### src/rtl/agv_shift_ctrl.sv
`default_nettype none
// ============================================================================
// Module   : agv_shift_ctrl
// Brief    : Serialises a gain word to an AGV (VGA gain) device over a
//            clock/data/latch port. Define AGV_LSB_FIRST_EN for LSB-first order.
// Revision : 1.0 - initial release
// ============================================================================
module agv_shift_ctrl #(
    parameter int DATA_W  = 16,
    parameter int CLK_DIV = 4
) (
    input  logic              CLK_IN,
    input  logic              RST_IN,
    input  logic [DATA_W-1:0] gain_data,
    input  logic              gain_valid,
    output logic              gain_ready,
    output logic              busy,
    output logic              done,
    output logic              AGV_DATA,
    output logic              AGV_CLK,
    output logic              AGV_LTCH
);

    typedef enum logic [2:0] {
        ST_IDLE     = 3'd0,
        ST_SHIFT_LO = 3'd1,
        ST_SHIFT_HI = 3'd2,
        ST_LATCH    = 3'd3,
        ST_GAP      = 3'd4
    } state_t;

    localparam logic [7:0] c_DIV_LAST = 8'(CLK_DIV - 1);
    localparam logic [5:0] c_BIT_LAST = 6'(DATA_W - 1);

    state_t            r_state;
    state_t            w_state_nxt;
    logic [DATA_W-1:0] r_shift;
    logic [7:0]        r_div_cnt;
    logic [5:0]        r_bit_cnt;
    logic              r_hold;
    logic              r_done;

    logic              w_div_end;
    logic              w_last_bit;
    logic              w_accept;
    logic              w_cur_bit;
    logic [DATA_W-1:0] w_shift_adv;

    assign w_div_end  = (r_div_cnt == c_DIV_LAST);
    assign w_last_bit = (r_bit_cnt == c_BIT_LAST);
    assign w_accept   = gain_valid && (r_state == ST_IDLE);

`ifdef AGV_LSB_FIRST_EN
    assign w_cur_bit   = r_shift[0];
    assign w_shift_adv = {1'b0, r_shift[DATA_W-1:1]};
`else
    assign w_cur_bit   = r_shift[DATA_W-1];
    assign w_shift_adv = {r_shift[DATA_W-2:0], 1'b0};
`endif

    always_ff @(posedge CLK_IN or posedge RST_IN) begin
        if (RST_IN) begin
            r_state <= ST_IDLE;
        end else begin
            r_state <= w_state_nxt;
        end
    end

    always_comb begin
        w_state_nxt = r_state;
        gain_ready  = 1'b0;
        AGV_CLK     = 1'b0;
        AGV_LTCH    = 1'b0;
        AGV_DATA    = r_hold;
        case (r_state)
            ST_IDLE: begin
                gain_ready = 1'b1;
                if (gain_valid) begin
                    w_state_nxt = ST_SHIFT_LO;
                end
            end
            ST_SHIFT_LO: begin
                AGV_DATA = w_cur_bit;
                if (w_div_end) begin
                    w_state_nxt = ST_SHIFT_HI;
                end
            end
            ST_SHIFT_HI: begin
                AGV_CLK  = 1'b1;
                AGV_DATA = w_cur_bit;
                if (w_div_end) begin
                    w_state_nxt = w_last_bit ? ST_LATCH : ST_SHIFT_LO;
                end
            end
            ST_LATCH: begin
                AGV_LTCH = 1'b1;
                if (w_div_end) begin
                    w_state_nxt = ST_GAP;
                end
            end
            ST_GAP: begin
                if (w_div_end) begin
                    w_state_nxt = ST_IDLE;
                end
            end
            default: begin
                w_state_nxt = ST_IDLE;
            end
        endcase
    end

    // r_hold tracks the bit just clocked out so the data line keeps its
    // last value through LATCH, GAP and IDLE.
    always_ff @(posedge CLK_IN or posedge RST_IN) begin
        if (RST_IN) begin
            r_shift   <= '0;
            r_div_cnt <= '0;
            r_bit_cnt <= '0;
            r_hold    <= 1'b0;
            r_done    <= 1'b0;
        end else begin
            r_done <= (r_state == ST_GAP) && w_div_end;
            if (r_state == ST_IDLE) begin
                r_div_cnt <= '0;
                r_bit_cnt <= '0;
                if (w_accept) begin
                    r_shift <= gain_data;
                end
            end else begin
                r_div_cnt <= w_div_end ? 8'd0 : r_div_cnt + 8'd1;
                if ((r_state == ST_SHIFT_HI) && w_div_end) begin
                    r_shift   <= w_shift_adv;
                    r_bit_cnt <= r_bit_cnt + 6'd1;
                    r_hold    <= w_cur_bit;
                end
            end
        end
    end

    assign busy = ~gain_ready;
    assign done = r_done;

endmodule
`default_nettype wire
### config.mk
export PLATFORM = sky130hd
export DESIGN_NAME = agv_shift_ctrl
export DESIGN_NICKNAME = d
export VERILOG_FILES = /design/src/rtl/agv_shift_ctrl.sv
export SDC_FILE = /design/constraint.sdc
export NUM_CORES = 1
export LEC_CHECK = 0
export ABC_AREA = 1
export CAP_MARGIN = 20
export CORE_AREA = 10 10 111 88
export CTS_CLUSTER_SIZE = 12
export DETAILED_ROUTE_END_ITERATION = 10
export DIE_AREA = 0 0 121 98
export GPL_TIMING_DRIVEN = 1
export PLACE_DENSITY = 0.51
export SYNTH_ARGS = -nofsm -noshare
export SYNTH_HDL_FRONTEND = slang
export SYNTH_SLANG_ARGS = --single-unit
### constraint.sdc
create_clock -name CLK_IN -period 1.4 [get_ports CLK_IN]
set_input_delay 0.21 -clock CLK_IN [delete_from_list [all_inputs] [get_ports CLK_IN]]
set_output_delay 0.21 -clock CLK_IN [all_outputs]
set_load 0.03 [all_outputs]
Word level (Yosys, flattened, before mapping) --
Cells that the tools add are included.
Storage, ports and cells: bits of input ports 19, logic and storage cells 49, output and inout bits 6, flip-flop bits (word level) 35
Operators by class: reductions and logical operators 9, add/subtract/negate cells 2, bitwise gates (word level) 2, mux-type cells 18, equality and inequality tests 12
Operators with widths (number):
- $mux W16 | 3
- $mux W8 | 2
- $mux W3 | 5
- $pmux W3 S5 | 1
- $mux W6 | 2
- $ne A2 B2 Y1 const B | 6
- $add A8 B1 Y8 const B | 1
- $eq A8 B2 Y1 const B | 1
- $add A6 B1 Y6 const B | 1
- $eq A3 B2 Y1 const B | 2
- $eq A6 B4 Y1 const B | 1
- $reduce_and A5 Y1 | 1
- $mux W1 | 4
- $reduce_and A2 Y1 | 2
- $eq A3 B1 Y1 const B | 1
- $eq A3 B3 Y1 const B | 1
- $logic_and A1 B1 Y1 | 3
- $logic_not A3 Y1 | 1
- $mux W2 | 1
- $not A1 Y1 | 2
- $reduce_bool A2 Y1 | 1
- $reduce_or A2 Y1 | 1

Longest topological paths before layout --
depth in word-level cells 4, depth in mapped cells 9, gate-level depth less buffers 9

Worst setup path before layout --
Ideal clock, no wire load.
path type register -> register, from register r_state[1], to register r_state[1], required time 1.331 ns, arrival 1.485 ns, library setup time 0.069 ns, path slack -0.154 ns, path buffers 0, stages on the path, launching flop included 5, path through dfrtp_1 > inv_1 > nor3_1 > o21ai_0 > nand2_1
On the way: cells in the longest elaborated chain, start to end 3, elaborated cells on any way between the ends 12, classes of those cells 9 x eq/ne; 1 x mux; 2 x reduce/logical
RTL lines:
- from (decl) | line 35 | state_t r_state;
- from (signal assigned) | line 65 | r_state <= w_state_nxt;
- $eq A3 B1 Y1, or another cell as far along | line 75 | case (r_state)
- $ne A2 B2 Y1 (no line)
- $reduce_and A5 Y1 (no line)
Several ways; a longest one is shown, not always the timed one. A chain may end at the register's enable or synchronous reset.

Final worst setup path --
from register r_state[1], to output AGV_DATA
On the way: cells in the longest elaborated chain, start to end 3, elaborated cells on any way between the ends 4, classes of those cells 2 x eq/ne; 1 x mux; 1 x reduce/logical
RTL lines:
- $eq A3 B2 Y1 or $eq A3 B1 Y1 (tied branches) | line 75
- $reduce_or A2 Y1 (no line) *
- $mux W1 * | line 75
- to (decl) | line 19 | output logic AGV_DATA,
Every way passes the cells marked *; elsewhere a longest branch is shown, timed or not.

==> results.toml <==
[outcome]
status = "finished with violations"
violations = "setup timing"

[timing]
skew_ps = 8.837
fin_ws_ps = -168.8
max_freq_mhz = 637.4
rsz0062_at_grt = "yes"
fin_crit_ps = 1569
setup_viol = 21
finalSetupTns_ps = -2013
worstMarginPinSlew_ps = 301.9
maxSlewHeadroom_pct = 79.95
hold_violations = 0
maxSlewViolCount = 0
finalCritPeriodShare_pct = 112.1

[setup_path]
crit_chain = "inv_2 > nand3_4 > nand2_4 > nor2_2 > a21oi_2 > buf_6"
start_kind = "flop"
path_max_fanout = 3
worst-setup-path-type = "flop to output port"
crit_path_top_delay_cell = "dfrtp_2"
cp.arrival_ps = 1360
end_kind = "output port"
slowest_delay_ps = 460
cp.required_ps = 1190

[detailed_routing]
dr.pass1.iters = 4
routed_wl_um = 4908
wire_per_inst_um = 11.80
ant_nets = 0
vias_per_cell = 4.219
drt_iter0_markers = 75
drc_errors = 0
vias = 1755

[cts]
cts_tree = "built"
root_buffer = "clkbuf_8"
clock_latency_ps = 290
cts_buffers = 5
path_clk_slew_ps = 70
h-tree-depth = 2
clockBufferDepth = 2
cts.sinks = 35

[cells_and_area]
antennaDiodeCount = 0
synthToLayoutAreaGrowth_pct = 51.42
seq_area_um2 = 878.3
layout-drive-gt1-share_pct = 30.55
finish.utilization_pct = 36.59
postLayoutCellArea_um2 = 2808
fill_cells = 820
multi_input_area_um2 = 1018
nNetsFinal = 333

[grt]
grt_pass1_wl_um = 8142
grt_max_degree = 36
track_usage_pct = 8.401
antenna_found_initial = 0
grt_overflow = 0
grt_pass1_vias = 1697

[placement]
post-dp-hpwl_um = 3267
pre_cts_slack_ps = -10.15
port_buffers = 24
dpl_cell_area_um2 = 2340
gp_congestion = 0.8417

[synthesis]
syn_area_um2 = 1854
synth_cells = 252
syn-num-nets = 273
yosysUniqueCellTypes = 22
synth-seq-cells = 35
ys.flop_type = "dfrtp_1"
yosys_warnings = 0
async_reset_ff_share_pct = 100.0
syn_area_per_cell_um2 = 7.358
seq_area_frac_synth_pct = 47.23
synth_edf_count = 0

[job]
cap_violations = 0

[floorplanning]
core_region_area_um2 = 7672
die_h_um = 98
ios = 25
start_util_pct = 24.17
die_width_um = 121
fp-row-count = 28
die_area_um2 = 11860

[power]
leakage_nw = 1.454
power_density_nw_per_um2 = 2057
ir_worst_vdd_mv = 0.6510

[worst_hold_path]
min_path_type = "input pin to asynchronous set/reset pin"
## per-stage QoR
stage	instances	power, mW	hold slack, ps
after global routing	416	6.229	291.8
after CTS	407	5.069	269.9
after floorplan	252	3.074	347.7
final	416	5.775	257.1
after global placement	393	3.909	454.9
after detailed placement	393	3.916	459.3
## repair_timing
action	in CTS	in global routing
endpoints found under the setup margin	9	33
hold buffers	0	0
buffers inserted	8	8
resized for setup	20	55
gates cloned	1	1
pin swaps	3	21
## routing by layer
layer	routed length, µm	up-vias	GRT usage, %
li1	-	895	-
met1	2385	811	11.00
met2	2156	38	11.90
met3	278	11	3.165
met4	87	0	3.796
met5	0	-	0
## flip-flops by register name, indices dropped and copies added, names as in the netlist
| register | cells |
|---|---|
| r_div_cnt | 8 |
| done | 1 |
| r_hold | 1 |
| r_shift | 16 |
| r_state | 3 |
| r_bit_cnt | 6 |
## synthesized netlist by cell type, drive strengths merged (3+ instances only)
cell type	number	share of area [%]
a21oi	4	1.1
buf	6	2.3
dfrtp	35	47
inv	23	4.8
nand2	125	26
nand3	13	3.8
nor2	20	4.9
nor3	6	1.6
o21ai	9	3.0
xor2	3	1.4
## cell type report
class / instances / share of cell area, %
clock buffers: 6 / 2.585
repair buffers: 58 / 20.99
multi-input cells: 188 / 36.27
repair inverters: 1 / 0.4011
inverters: 23 / 3.788
flip-flops and latches: 35 / 31.28
well taps: 105 / 4.679
## power breakdown
part | internal (mW) | leakage [nW] | switching, mW
logic | 1.59 | 0.956 | 1.96
registers | 1.31 | 0.461 | 0.218
clock network | 0.332 | 0.0371 | 0.358
## worst max-delay path: cells and delay by family (launching register included)
kind,cells,cell delay [ps]
AO/OA/AOI/OAI,1,130
buffers and inverters,2,260
AND/OR/NAND/NOR,3,220
flip-flops,1,460
## cell families (layout without fill, tap and decap cells)
| kind of cell | Yosys count | count (layout) | synth area share, % |
|---|---|---|---|
| XOR/XNOR | 5 | 5 | 2.362 |
| buffers and inverters | 29 | 88 | 7.085 |
| AND/OR/NAND/NOR | 167 | 167 | 37.45 |
| flip-flops | 35 | 35 | 47.23 |
| adder cells (fa/ha/maj) | 2 | 2 | 1.349 |
| AO/OA/AOI/OAI | 14 | 14 | 4.521 |
## final timing paths
kind	startpoint	end	slack (ps)	cells after the start
max in group asynchronous	RST_IN	r_state[1]	940	3
max reg2reg	r_state[2]	r_shift[0]	-130	9
max	r_state[1]	AGV_DATA	-170	6
min in group CLK_IN	r_shift[0]	r_shift[0]	470	2
min reg2reg	r_shift[0]	r_shift[0]	470	2
min	RST_IN	r_shift[2]	260	3
## cell usage in the layout, fill, tap and decap left out, types with 5 or more instances in the layout
master	Yosys	layout
nor2_1	18	16
nand3_1	12	10
buf_6	2	8
clkbuf_8	0	5
buf_4	0	24
dfrtp_1	35	33
inv_2	2	5
clkdlybuf4s50_1	0	18
inv_1	20	16
nand2_2	0	18
o21ai_0	8	7
nand2_4	2	8
nand2_1	123	98
Power figures use the tool's default switching activity.
